==> src/rtl/monitor_frame_rx.sv <==
// ----------------------------------------------------------------------------
// monitor_frame_rx
//
// Frame receiver for the power-monitor path. It drains a show-ahead byte
// FIFO and hunts for a 16-bit header. After the header it collects
// PAYLOAD_BYTES payload bytes, one checksum byte and a 16-bit tail. A good
// frame is published on data_ov with a one-cycle data_valid strobe.
// Checksum, tail and idle-timeout errors produce one-cycle pulses and are
// counted in saturating statistics counters.
//
// Ports:
//   sclk        system clock
//   rst_n       asynchronous active-low reset
//   fifo_empty  FIFO empty flag
//   fifo_data   show-ahead FIFO data, valid while fifo_empty=0
//   fifo_rd_en  read strobe; a byte is consumed on each sclk edge while high
//   data_ov     last good payload, first received byte in the MSBs
//   data_valid  one-cycle pulse when data_ov is updated
//   chk_err     one-cycle pulse on checksum mismatch
//   frame_err   one-cycle pulse on tail mismatch or idle timeout
//   busy        high whenever the receiver is not hunting for a header
//   good_cnt    good frames received, saturating
//   err_cnt     chk_err + frame_err events, saturating
// ----------------------------------------------------------------------------
module monitor_frame_rx #(
  parameter int          PAYLOAD_BYTES = 12,
  parameter logic [15:0] HEADER        = 16'h0FF0,
  parameter logic [15:0] TAIL          = 16'hEB90,
  parameter int          CHK_MODE      = 0,
  parameter int          TIMEOUT_CYC   = 1000,
  parameter int          CNT_W         = 16
) (
  input  logic                         sclk,
  input  logic                         rst_n,
  input  logic                         fifo_empty,
  input  logic [7:0]                   fifo_data,
  output logic                         fifo_rd_en,
  output logic [PAYLOAD_BYTES*8-1:0]   data_ov,
  output logic                         data_valid,
  output logic                         chk_err,
  output logic                         frame_err,
  output logic                         busy,
  output logic [CNT_W-1:0]             good_cnt,
  output logic [CNT_W-1:0]             err_cnt
);

  localparam logic [2:0] S_HUNT    = 3'd0;
  localparam logic [2:0] S_PAYLOAD = 3'd1;
  localparam logic [2:0] S_CHK     = 3'd2;
  localparam logic [2:0] S_TAIL    = 3'd3;
  localparam logic [2:0] S_DONE    = 3'd4;

  localparam int TO_W = $clog2(TIMEOUT_CYC + 1);

  logic [2:0]      state_reg;
  logic [7:0]      hr_reg;
  logic [6:0]      byte_cnt_reg;
  logic [7:0]      chk_sum_reg;
  logic [7:0]      chk_rx_reg;
  logic            tail_phase_reg;
  logic            tail_bad_reg;
  logic [TO_W-1:0] idle_cnt_reg;

  logic [7:0]                 chk_next;
  logic [PAYLOAD_BYTES*8-1:0] payload_flat;
  logic                       accept;
  logic                       in_frame;
  logic                       timeout_hit;
  logic                       shift_en;

  assign fifo_rd_en  = !fifo_empty && (state_reg != S_DONE);
  assign accept      = fifo_rd_en;
  assign busy        = (state_reg != S_HUNT);
  assign in_frame    = (state_reg == S_PAYLOAD) || (state_reg == S_CHK) ||
                       (state_reg == S_TAIL);
  // The idle counter has already sat at the limit for a full cycle; the
  // abort wins even if a byte happens to arrive in this same cycle.
  assign timeout_hit = in_frame && (idle_cnt_reg == TO_W'(TIMEOUT_CYC));
  assign shift_en    = (state_reg == S_PAYLOAD) && accept && !timeout_hit;
  assign chk_next    = (CHK_MODE == 1) ? (chk_sum_reg ^ fifo_data)
                                       : (chk_sum_reg + fifo_data);

  // Payload shift register, one byte lane per generate iteration. Lane 0
  // takes the newest byte, so after PAYLOAD_BYTES shifts the first byte of
  // the frame sits in the top lane and lands in the MSBs of data_ov.
  genvar gi;
  generate
    for (gi = 0; gi < PAYLOAD_BYTES; gi++) begin : g_lane
      logic [7:0] lane_reg;
      if (gi == 0) begin : g_first
        always_ff @(posedge sclk or negedge rst_n) begin
          if (!rst_n)        lane_reg <= 8'h00;
          else if (shift_en) lane_reg <= fifo_data;
        end
      end else begin : g_rest
        always_ff @(posedge sclk or negedge rst_n) begin
          if (!rst_n)        lane_reg <= 8'h00;
          else if (shift_en) lane_reg <= g_lane[gi-1].lane_reg;
        end
      end
      assign payload_flat[gi*8 +: 8] = lane_reg;
    end
  endgenerate

  always_ff @(posedge sclk or negedge rst_n) begin
    if (!rst_n) begin
      state_reg      <= S_HUNT;
      hr_reg         <= 8'h00;
      byte_cnt_reg   <= 7'd0;
      chk_sum_reg    <= 8'h00;
      chk_rx_reg     <= 8'h00;
      tail_phase_reg <= 1'b0;
      tail_bad_reg   <= 1'b0;
      idle_cnt_reg   <= '0;
      data_ov        <= '0;
      data_valid     <= 1'b0;
      chk_err        <= 1'b0;
      frame_err      <= 1'b0;
      good_cnt       <= '0;
      err_cnt        <= '0;
    end else begin
      data_valid <= 1'b0;
      chk_err    <= 1'b0;
      frame_err  <= 1'b0;

      if (in_frame && !accept) idle_cnt_reg <= idle_cnt_reg + TO_W'(1);
      else                     idle_cnt_reg <= '0;

      if (timeout_hit) begin
        // Abort the frame; hunting resumes from the next FIFO byte.
        state_reg    <= S_HUNT;
        hr_reg       <= 8'h00;
        idle_cnt_reg <= '0;
        frame_err    <= 1'b1;
        if (err_cnt != '1) err_cnt <= err_cnt + CNT_W'(1);
      end else begin
        case (state_reg)
          S_HUNT: begin
            if (accept) begin
              if ({hr_reg, fifo_data} == HEADER) begin
                state_reg    <= S_PAYLOAD;
                byte_cnt_reg <= 7'd0;
                chk_sum_reg  <= 8'h00;
              end else begin
                hr_reg <= fifo_data;
              end
            end
          end
          S_PAYLOAD: begin
            if (accept) begin
              chk_sum_reg  <= chk_next;
              byte_cnt_reg <= byte_cnt_reg + 7'd1;
              if (byte_cnt_reg == 7'(PAYLOAD_BYTES - 1)) state_reg <= S_CHK;
            end
          end
          S_CHK: begin
            if (accept) begin
              chk_rx_reg     <= fifo_data;
              tail_phase_reg <= 1'b0;
              tail_bad_reg   <= 1'b0;
              state_reg      <= S_TAIL;
            end
          end
          S_TAIL: begin
            if (accept) begin
              if (!tail_phase_reg) begin
                tail_bad_reg   <= (fifo_data != TAIL[15:8]);
                tail_phase_reg <= 1'b1;
              end else begin
                tail_bad_reg <= tail_bad_reg | (fifo_data != TAIL[7:0]);
                state_reg    <= S_DONE;
              end
            end
          end
          S_DONE: begin
            state_reg <= S_HUNT;
            hr_reg    <= 8'h00;
            // A bad tail means the frame boundary itself is suspect, so it
            // outranks the checksum verdict.
            if (tail_bad_reg) begin
              frame_err <= 1'b1;
              if (err_cnt != '1) err_cnt <= err_cnt + CNT_W'(1);
            end else if (chk_rx_reg != chk_sum_reg) begin
              chk_err <= 1'b1;
              if (err_cnt != '1) err_cnt <= err_cnt + CNT_W'(1);
            end else begin
              data_ov    <= payload_flat;
              data_valid <= 1'b1;
              if (good_cnt != '1) good_cnt <= good_cnt + CNT_W'(1);
            end
          end
          default: begin
            state_reg <= S_HUNT;
            hr_reg    <= 8'h00;
          end
        endcase
      end
    end
  end

endmodule

==> config.mk <==
export PLATFORM = sky130hd
export DESIGN_NAME = monitor_frame_rx
export DESIGN_NICKNAME = d
export VERILOG_FILES = /design/src/rtl/monitor_frame_rx.sv
export SDC_FILE = /design/constraint.sdc
export NUM_CORES = 1
export LEC_CHECK = 0
export ABC_AREA = 1
export CAP_MARGIN = 40
export CELL_PAD_IN_SITES_DETAIL_PLACEMENT = 0
export CELL_PAD_IN_SITES_GLOBAL_PLACEMENT = 1
export CORE_ASPECT_RATIO = 0.75
export CORE_MARGIN = 10
export CORE_UTILIZATION = 42
export DETAILED_ROUTE_END_ITERATION = 16
export PLACE_DENSITY_LB_ADDON = 0.25
export SKIP_CTS_REPAIR_TIMING = 1
export SLEW_MARGIN = 20
export SYNTH_ARGS = -nofsm -noshare
export SYNTH_HDL_FRONTEND = slang
export SYNTH_SLANG_ARGS = --single-unit
==> constraint.sdc <==
create_clock -name sclk -period 1.9 [get_ports sclk]
set_clock_uncertainty 0.05 [all_clocks]
set_input_delay 0.38 -clock sclk [delete_from_list [all_inputs] [get_ports sclk]]
set_output_delay 0.38 -clock sclk [all_outputs]
set_load 0.01 [all_outputs]
==> results by group <==
Layout
  – Core Util, Final: 60.4%
  – Syn-to-layout area delta: 40.3%
  – Non-Filler Instances: roughly 2.1k
  – Ant diodes: 0
  – Total Nets Final: between 1.5k and 2k
  – Layout cells sized above 1: 18.4%
  – # fillers: 2474

Floorplan
  – Starting Density: 43.0%
  – Core area: roughly 28000 µm²
  – Die width: about 220 µm
  – DIE HEIGHT: approximately 170 µm
  – Area of the die: 36200 µm²
  – FP Rows: between 50 and 60
  – Top Ports: roughly 140

Logic synthesis
  – Post-synthesis cell type count: 37
  – Post-synth top area share: between 50% and 60%
  – Post-Syn Nets: 1427
  – Post-Syn Instances: 1403
  – Largest area contributor in the netlist: dfrtp_1
  – Syn Std Cell Area: 12200 µm²
  – Yosys warns: 0
  – #FFs+latches synth: 273
  – Syn Area/Cell: 8.66 µm²
  – Synth area leaders: dfrtp_1 56%, nand2_1 13%, o21ai_0 5.3%
  – Seq/Total Area, Yosys: 56.2%

Placement
  – HPWL Detailed: 21400 µm
  – Pre-CTS setup slack: -200 ps
  – # port buffers: 143
  – Final Wtd Congestion: 0.903
  – DP Cell Count: 1989

Power
  – Reg power frac: 41.5%
  – Switch share: 32.8%
  – P_sw: about 6.2 mW
  – P_int: ~13 mW
  – VDD IR max: roughly 0.00076 V
  – Cell Pwr Density: 1120 nW/µm²
  – Static leakage: 10.0 nW
  – Gate power share: 29.2%
  – Clock power share: around 30%

STA
  – Max Clock Freq: 0.522 GHz
  – Worst relative slew slack: about 63%
  – Fin. Hold Viols: 0
  – Final hold slack: 309 ps
  – Final min period: around 1900 ps
  – Final worst-path cycle share: 101%
  – RSZ-0062 raised after global routing: true
  – Count of pins over their slew limit: 0
  – Setup ws final: -15.6 ps
  – Worst Tran Pin Value: 557 ps
  – Setup violators final: 8

Critical path
  – Cell depth of the worst flop-to-flop path: 10
  – Critical Path Source: state_reg[1]
  – Slack of the worst reg-to-reg path: -20 ps
  – R2r startpoint: state_reg[1]
  – Slowest Stage Delay on Critical Path: 390 ps
  – CP cell instances: inv_2, nand2_4, inv_4, nand2_4, buf_4, nor2_4, nand3_4, buf_12, clkbuf_16, o21ai_0
  – CP max-delay cell: dfrtp_1
  – Most frequent CP cell: nand2_4
  – Worst r2r dst: data_ov[64]
  – CP endpoint kind: flop
  – WP data arrival: 2310 ps
  – Worst Path Max Fanout: 39
  – Crit Path Class: flop to flop
  – WP data required: 2290 ps
  – Worst setup SP type: flop

GRT
  – First-pass GRT wire length: roughly 50000 µm
  – Grt total ovfl: 0
  – GRT Total Usage: 16.1%
  – Routing usage on met1: about a quarter
  – Initial antenna violation count: 0
  – Vias in the first global route: 9441
  – Largest net degree at the start of global routing: 116
  – Busiest grt layer: met2
  – Met3 Use GR: 2.95%
  – M2 GR Usage: 24.1%

Job
  – Max_cap viols: 0

Detailed routing
  – Final ANT Viol Nets: 0
  – Wire per inst: 16.1 µm
  – Via count: 10.1k
  – DRT Pass-1 Iters: 4
  – DRC: 0
  – Drt first-iter violations: 574
  – Final WL: approximately 34000 µm
  – Vias/cell: 4.83

Status
  – Status: finished with violations
  – Failing checks: setup timing

Clock tree
  – Inserted Clock Buffers: 29
  – CTS tree: yes
  – CTS HTree Levels: 1
  – Max clock buf depth: 3
  – Clk Latency, worst-skew pair: approximately 530 ps
  – Clock transition at the registers of the reported paths: around 60 ps
  – CTS root buffer: clkbuf_16
  – Clock Sink Count: 273

Hold path
  – Worst min-delay path class: input port to asynchronous set/reset pin
[layout by cell type (no fill, tap or decap), types with 4 or more instances in the layout]
cell	count
clkdlybuf4s50_1	29
nor2_2	9
clkbuf_8	9
xor2_1	23
xnor2_1	18
o21ai_1	151
o21ai_0	47
a21oi_1	4
nor3_1	13
nor2_1	81
nand2_1	371
buf_6	14
clkbuf_16	43
dfrtp_2	8
buf_4	98
inv_2	9
buf_12	22
inv_1	160
nand2_4	13
dfrtp_1	265
dlymetal6s2s_1	112
nand2_2	37
nand4_1	26
o21ai_2	17
clkinvlp_4	4
ha_1	11
clkinv_2	5
nand3_1	57
[synthesized netlist by cell type (all sizes together)]
| cell type | number |
|---|---|
| xor2 | 23 |
| fa | 1 |
| o22ai | 1 |
| nand2 | 421 |
| inv | 170 |
| o21ai | 215 |
| nor4 | 3 |
| nand4 | 29 |
| a21oi | 5 |
| nor3 | 13 |
| xnor2 | 18 |
| nand3b | 2 |
| clkbuf | 17 |
| buf | 35 |
| a21o | 2 |
| nand3 | 61 |
| nor3b | 3 |
| dfrtp | 273 |
| clkinv | 1 |
| and2 | 2 |
| a31oi | 2 |
| nor2 | 94 |
| ha | 12 |
[per-stage QoR]
step / TNS (ps) / instance area (µm²) / power [mW]
after floorplan: 0 / 12200 / 10.9
after global placement: -4540 / 14800 / 12.7
after detailed placement: -3840 / 14800 / 12.8
after CTS: -5340 / 15800 / 18.4
after global routing: -8170 / 17100 / 20.3
final: -52.6 / 17100 / 19.1
[kinds of logic after synthesis]
group / after synthesis / share of synthesized area (%)
adder cells (fa/ha/maj): 13 / 1.40
AO/OA/AOI/OAI: 225 / 9.34
AND/OR/NAND/NOR: 628 / 22.1
buffers and inverters: 223 / 7.95
flip-flops: 273 / 56.2
XOR/XNOR: 41 / 2.96
[layout make-up]
| type | instances | area [µm²] | share of cell area (%) |
|---|---|---|---|
| clock inverters | 11 | 93.8 | 0.550 |
| inverters | 171 | 647 | 3.79 |
| well taps | 385 | 482 | 2.82 |
| repair buffers | 296 | 3510 | 20.6 |
| flip-flops and latches | 273 | 6840 | 40.1 |
| clock buffers | 40 | 857 | 5.03 |
| multi-input cells | 907 | 4620 | 27.1 |
[power groups by stage]
stage | clock network [mW] | logic (mW) | registers, mW
detailed placement | 0 | 4.82 | 7.98
floorplan | 0 | 3.03 | 7.85
finish | 5.58 | 5.58 | 7.92
CTS | 5.70 | 4.85 | 7.89
global placement | 0 | 4.74 | 7.96
global route | 5.95 | 6.29 | 8.08
[how the worst max path moves through the flow]
stage	depth (start not counted)	slack, ps	endpoint
after floorplan	11	140	good_cnt[10]
after global placement	6	-190	chk_sum_reg[4]
after detailed placement	6	-200	chk_sum_reg[4]
after CTS	5	-510	busy
after global routing	11	-160	data_ov[64]
final	10	-20	data_ov[64]
[critical path, delay by kind of cell (launching register included)]
kind,cells,cell delay [ps]
buf+inv,5,740
simple gates,4,460
compound gates,1,170
flops,1,390
[metal layers]
layer | up-vias | part of all wire (%)
met2 | 171 | 44
met4 | 0 | 1.2
met5 | - | 0
met3 | 29 | 4.3
li1 | 5027 | -
met1 | 4841 | 50
Power figures use the tool's default switching activity.
